[src/rtl/dmem_arbiter.sv]
// -----------------------------------------------------------------------------
// dmem_arbiter
//
// Two-port arbiter and sequencer for a single-ported word data memory.
// Port 0 is the CPU MEM stage. Port 1 is a secondary master, such as debug or
// DMA. Each accepted request runs IDLE -> ISSUE -> DONE:
//   - The request is sampled in IDLE.
//   - The memory strobe fires in ISSUE.
//   - The registered ack/err pulse is presented in DONE.
//
// Build option:
//   DMEM_ARB_FIXED_PRIO_EN  defined   : port 0 always wins simultaneous requests
//                                        and there is no round-robin pointer.
//                           undefined : round-robin between the two ports.
//
// Ports:
//   clk, reset            system clock, synchronous active-high reset
//   pN_req/we/addr/wdata  request from port N (held until its ack)
//   pN_ack/err            one-cycle completion pulse, error flag valid with ack
//   pN_rdata              last successful load data for port N
//   mem_addr/read/write/wdata, mem_rdata  single-ported memory interface
//   busy                  high in ISSUE and DONE
//   grant_id              port being served (holds its last value when idle)
// -----------------------------------------------------------------------------
module dmem_arbiter #(
  parameter int DEPTH = 32
) (
  input  logic        clk,
  input  logic        reset,
  input  logic        p0_req,
  input  logic        p0_we,
  input  logic [31:0] p0_addr,
  input  logic [31:0] p0_wdata,
  input  logic        p1_req,
  input  logic        p1_we,
  input  logic [31:0] p1_addr,
  input  logic [31:0] p1_wdata,
  output logic        p0_ack,
  output logic        p0_err,
  output logic [31:0] p0_rdata,
  output logic        p1_ack,
  output logic        p1_err,
  output logic [31:0] p1_rdata,
  output logic [31:0] mem_addr,
  output logic        mem_read,
  output logic        mem_write,
  output logic [31:0] mem_wdata,
  input  logic [31:0] mem_rdata,
  output logic        busy,
  output logic        grant_id
);

  typedef enum logic [1:0] {
    IDLE  = 2'd0,
    ISSUE = 2'd1,
    DONE  = 2'd2
  } state_t;

  localparam logic [29:0] DEPTH_WORDS = 30'(DEPTH);

  // A request is illegal when it is not word aligned or its word index is
  // past the end of the attached memory.
  function automatic logic addr_illegal(input logic [31:0] addr);
    return (addr[1:0] != 2'b00) || (addr[31:2] >= DEPTH_WORDS);
  endfunction

  state_t      state_q, state_d;
  logic        grant_q, grant_d;
  logic        we_q, we_d;
  logic        illegal_q, illegal_d;
  logic [31:0] mem_addr_q, mem_addr_d;
  logic [31:0] mem_wdata_q, mem_wdata_d;
  logic        mem_read_q, mem_read_d;
  logic        mem_write_q, mem_write_d;
  logic        busy_q, busy_d;
  logic        p0_ack_q, p0_ack_d;
  logic        p1_ack_q, p1_ack_d;
  logic        p0_err_q, p0_err_d;
  logic        p1_err_q, p1_err_d;
  logic [31:0] p0_rdata_q, p0_rdata_d;
  logic [31:0] p1_rdata_q, p1_rdata_d;
`ifndef DMEM_ARB_FIXED_PRIO_EN
  logic        ptr_q, ptr_d;
`endif

  logic        any_req_s;
  logic        win_s;
  logic        win_we_s;
  logic [31:0] win_addr_s;
  logic [31:0] win_wdata_s;

  // Winner selection and payload mux, only consumed in IDLE.
  always_comb begin
    any_req_s = p0_req | p1_req;
`ifdef DMEM_ARB_FIXED_PRIO_EN
    if (p0_req) begin
      win_s = 1'b0;
    end else begin
      win_s = 1'b1;
    end
`else
    // ptr_q names the preferred port when both ask in the same cycle.
    if (p0_req && p1_req) begin
      win_s = ptr_q;
    end else if (p1_req) begin
      win_s = 1'b1;
    end else begin
      win_s = 1'b0;
    end
`endif
    if (win_s) begin
      win_we_s    = p1_we;
      win_addr_s  = p1_addr;
      win_wdata_s = p1_wdata;
    end else begin
      win_we_s    = p0_we;
      win_addr_s  = p0_addr;
      win_wdata_s = p0_wdata;
    end
  end

  // Next-state and next-output logic of the sequencer.
  always_comb begin
    state_d     = state_q;
    grant_d     = grant_q;
    we_d        = we_q;
    illegal_d   = illegal_q;
    mem_addr_d  = mem_addr_q;
    mem_wdata_d = mem_wdata_q;
    mem_read_d  = 1'b0;
    mem_write_d = 1'b0;
    p0_ack_d    = 1'b0;
    p1_ack_d    = 1'b0;
    p0_err_d    = 1'b0;
    p1_err_d    = 1'b0;
    p0_rdata_d  = p0_rdata_q;
    p1_rdata_d  = p1_rdata_q;
`ifndef DMEM_ARB_FIXED_PRIO_EN
    ptr_d       = ptr_q;
`endif

    case (state_q)
      IDLE: begin
        if (any_req_s) begin
          grant_d     = win_s;
          we_d        = win_we_s;
          illegal_d   = addr_illegal(win_addr_s);
          mem_addr_d  = win_addr_s;
          mem_wdata_d = win_wdata_s;
          // The strobes are registered here so that they are high in ISSUE.
          mem_read_d  = !win_we_s && !addr_illegal(win_addr_s);
          mem_write_d = win_we_s && !addr_illegal(win_addr_s);
          state_d     = ISSUE;
        end else begin
          state_d = IDLE;
        end
      end
      ISSUE: begin
        // Memory read data is valid during the strobe cycle; capture it on exit.
        if (!we_q && !illegal_q) begin
          if (grant_q) begin
            p1_rdata_d = mem_rdata;
          end else begin
            p0_rdata_d = mem_rdata;
          end
        end else begin
          p0_rdata_d = p0_rdata_q;
        end
        if (grant_q) begin
          p1_ack_d = 1'b1;
          p1_err_d = illegal_q;
        end else begin
          p0_ack_d = 1'b1;
          p0_err_d = illegal_q;
        end
        state_d = DONE;
      end
      DONE: begin
`ifndef DMEM_ARB_FIXED_PRIO_EN
        ptr_d = ~grant_q;
`endif
        state_d = IDLE;
      end
      default: begin
        state_d = IDLE;
      end
    endcase

    busy_d = (state_d != IDLE);
  end

  // State and output registers with synchronous reset.
  always_ff @(posedge clk) begin
    if (reset) begin
      state_q     <= IDLE;
      grant_q     <= 1'b0;
      we_q        <= 1'b0;
      illegal_q   <= 1'b0;
      mem_addr_q  <= 32'h0000_0000;
      mem_wdata_q <= 32'h0000_0000;
      mem_read_q  <= 1'b0;
      mem_write_q <= 1'b0;
      busy_q      <= 1'b0;
      p0_ack_q    <= 1'b0;
      p1_ack_q    <= 1'b0;
      p0_err_q    <= 1'b0;
      p1_err_q    <= 1'b0;
      p0_rdata_q  <= 32'h0000_0000;
      p1_rdata_q  <= 32'h0000_0000;
`ifndef DMEM_ARB_FIXED_PRIO_EN
      ptr_q       <= 1'b0;
`endif
    end else begin
      state_q     <= state_d;
      grant_q     <= grant_d;
      we_q        <= we_d;
      illegal_q   <= illegal_d;
      mem_addr_q  <= mem_addr_d;
      mem_wdata_q <= mem_wdata_d;
      mem_read_q  <= mem_read_d;
      mem_write_q <= mem_write_d;
      busy_q      <= busy_d;
      p0_ack_q    <= p0_ack_d;
      p1_ack_q    <= p1_ack_d;
      p0_err_q    <= p0_err_d;
      p1_err_q    <= p1_err_d;
      p0_rdata_q  <= p0_rdata_d;
      p1_rdata_q  <= p1_rdata_d;
`ifndef DMEM_ARB_FIXED_PRIO_EN
      ptr_q       <= ptr_d;
`endif
    end
  end

  assign p0_ack    = p0_ack_q;
  assign p0_err    = p0_err_q;
  assign p0_rdata  = p0_rdata_q;
  assign p1_ack    = p1_ack_q;
  assign p1_err    = p1_err_q;
  assign p1_rdata  = p1_rdata_q;
  assign mem_addr  = mem_addr_q;
  assign mem_read  = mem_read_q;
  assign mem_write = mem_write_q;
  assign mem_wdata = mem_wdata_q;
  assign busy      = busy_q;
  assign grant_id  = grant_q;

endmodule

[config.mk]
export PLATFORM = sky130hd
export DESIGN_NAME = dmem_arbiter
export DESIGN_NICKNAME = d
export VERILOG_FILES = /design/src/rtl/dmem_arbiter.sv
export SDC_FILE = /design/constraint.sdc
export NUM_CORES = 1
export LEC_CHECK = 0
export CAP_MARGIN = 0
export CORE_UTILIZATION = 30
export CTS_CLUSTER_DIAMETER = 50
export DETAILED_ROUTE_END_ITERATION = 16
export GPL_ROUTABILITY_DRIVEN = 0
export PLACE_DENSITY = 0.66
export SYNTH_ARGS = -nofsm -noshare
export SYNTH_HDL_FRONTEND = slang
export SYNTH_SLANG_ARGS = --single-unit
[constraint.sdc]
create_clock -name clk -period 3.4 [get_ports clk]
set_input_delay 0.51 -clock clk [delete_from_list [all_inputs] [get_ports clk]]
set_output_delay 0.51 -clock clk [all_outputs]
set_load 0.03 [all_outputs]
==> flow_metrics.env <==
export IMPL_power_leakage_uw=0.003389
export IMPL_p_switching_uw=1324
export IMPL_ys_ff_latch=141
export IMPL_grt_overflow=0
export IMPL_slew_viol_final=0
export IMPL_cpPeakStageDelay_ps=810
export IMPL_nets=1132
export IMPL_die_y_um=137.5
export IMPL_antennaDiodeCount=0
export IMPL_syn_area_um2=5510
export IMPL_arrival_ps=1790
export IMPL_fin_util_pct=51.92
export IMPL_antenna_found_initial=0
export IMPL_synth_area_per_cell_um2=7.940
export IMPL_rsz0062_at_grt="no"
export IMPL_coreArea_um2=17960
export IMPL_final_hold_violation_count=0
export IMPL_power_density_nw_per_um2=526.1
export IMPL_syn_nets=860
export IMPL_grt_pass1_vias=5336
export IMPL_drive_above_1_share_pct=5.015
export IMPL_cts_resized=0
export IMPL_p_clk_share_pct=41.3
export IMPL_route_vias_total=5738
export IMPL_min_from="reset"
export IMPL_startpoint_type="register"
export IMPL_grt_pass1_wl_um=27860
export IMPL_wirelength_um=18730
export IMPL_power_uw=4906
export IMPL_rr_startpoint="state_q[0]$_SDFF_PP0_"
export IMPL_finClkSkew_ps=6.029
export IMPL_cts_buffer_depth=2
export IMPL_nFillCells=1711
export IMPL_die_w_um=137.5
export IMPL_timing_hold_ws_ps=348.6
export IMPL_cp_depth=1
export IMPL_cap_violations=0
export IMPL_synth_top_area_cell="dfxtp_1"
export IMPL_hold_depth=2
export IMPL_crit_family="buffers and inverters"
export IMPL_required_ps=2890
export IMPL_drtIter0Drc=280
export IMPL_slew_headroom_pct=53.65
export IMPL_ys_types=28
export IMPL_ys_seq_area_share_pct=51.23
export IMPL_post_route_cell_area_um2=9326
export IMPL_grt_max_degree=131
export IMPL_vias_per_cell=4.758
export IMPL_finalCritPeriodShare_pct=67.71
export IMPL_ctsHtreeMaxLevel=4
export IMPL_finalSetupViolCount=0
export IMPL_multi_input_area_um2=2445
export IMPL_layout_min_cycle_time_ps=2302
export IMPL_clkTransAtPathRegs_ps=60
export IMPL_endpoint_kind="output port"
export IMPL_initial_core_util_pct=30.67
export IMPL_root_buffer="clkbuf_16"
export IMPL_insertion_delay_ps=410
export IMPL_row_count=49
export IMPL_worstPathCellList="clkdlybuf4s50_1"
export IMPL_cts_tree="done"
export IMPL_pin_count=302
export IMPL_ff2ff_path_depth=5
export IMPL_cpMaxStageDelayCell="clkdlybuf4s50_1"
export IMPL_post_cts_setup_buffers=0
export IMPL_p_int_uw=3582
export IMPL_synth_warning_count=0
export IMPL_critPathKind="reg -> out"
export IMPL_synth_top_area_share_pct=51.23
export IMPL_status="finished, final reports clean"
export IMPL_syn_inst=694
export IMPL_tightest_slew_ps=695.2
export IMPL_firstDrtPassIters=6
export IMPL_hp_class="in -> reg"
export IMPL_synthTopCellsByArea="dfxtp_1 (51%), nand2_1 (18%), a311oi_1 (10%)"
export IMPL_fmax_mhz=434.4
export IMPL_worstPathMaxFanout=10
export IMPL_die_area_um2=18910
export IMPL_area_growth_pct=69.26
export IMPL_grt_usage_pct=19.46
export IMPL_crit_start="grant_id$_SDFFE_PP0P_"
export IMPL_dp_hpwl_um=13210
export IMPL_route_detailed_drc=0
export IMPL_routedWlPerCell_um=15.53
export IMPL_hold_buffers=0
export IMPL_final_common_cell="clkdlybuf4s50_1"
export IMPL_regArea_um2=2823
export IMPL_p_seq_share_pct=37.6
export IMPL_ir_drop_uv=361.1
export IMPL_final_cell_mix="clkdlybuf4s50_1 (300), nand2_1 (257), dfxtp_1 (141)"
export IMPL_port_buffers=301
export IMPL_comb_power_share_pct=21.1
export IMPL_power_share_switching_pct=26.98
export IMPL_place_area_um2=8682
export IMPL_critPathBufInv=1
export IMPL_ant_nets=0
export IMPL_numCtsBuffers=17
export IMPL_setup_tns_final_ps=0
export IMPL_clock_sinks=141
-- worst paths after layout --
check / end / slack, ps
worst max-delay path: grant_id / 1100
worst min-delay path: illegal_q$_SDFFE_PP0P_ / 350
worst max register to register: p0_rdata[28]$_SDFFE_PP0P_ / 1660
worst min register to register: p1_rdata[21]$_SDFFE_PP0P_ / 450
-- through the flow --
step | setup slack, ps | instances
floorplan | 1680 | 694
global placement | 1077 | 1176
global route | 998.3 | 1206
finish | 1098 | 1206
CTS | 1044 | 1206
detailed placement | 969.7 | 1176
-- area by class of cell --
class                   instances  area share (%)
clock buffers                  19           4.856
clock inverters                11           2.053
multi-input cells             496           26.21
flip-flops and latches        141           30.27
well taps                     229           3.072
repair buffers                310           33.54
-- sequential cells by signal (all words and copies together) (netlist names), 2 cells and up --
name / flops
mem_addr: 32
mem_wdata: 32
state_q: 2
p0_rdata: 32
p1_rdata: 32
-- cell usage after synthesis (all sizes together) --
master and instances:
nor4b 1, a21oi 64, clkbuf 29, nor3 2, a41o 1, and2 4
a211oi 2, nor4 11, a311oi 65, and4b 1, nand2 258, nor2b 3
or2 1, or4 2, nand2b 2, nand4 2, and4 1, or3 1
nor2 69, mux2i 3, dfxtp 141, buf 28, nor3b 1, and3 1
a2111oi 1
-- power groups by stage --
stage / registers [uW] / logic, uW / clock network, uW
CTS: 1850 / 1050 / 2080
global route: 1860 / 1110 / 2150
floorplan: 2100 / 300 / 0
finish: 1840 / 1040 / 2030
global placement: 1880 / 1040 / 0
detailed placement: 1880 / 1040 / 0
-- layer usage --
layer	routed length [um]	GRT usage, %
met5	0	0
met3	2011	8.389
met4	209	6.899
met2	9022	32.16
met1	7482	22.23
-- cell families (layout without fill, tap and decap cells) --
| family | after synthesis | after routing | share of synthesized area [%] |
|---|---|---|---|
| buf+inv | 57 | 340 | 4.518 |
| flops | 141 | 141 | 51.23 |
| mux | 3 | 3 | 0.5450 |
| simple gates | 360 | 360 | 26.59 |
| compound gates | 133 | 133 | 17.12 |
Power figures use the tool's default switching activity.
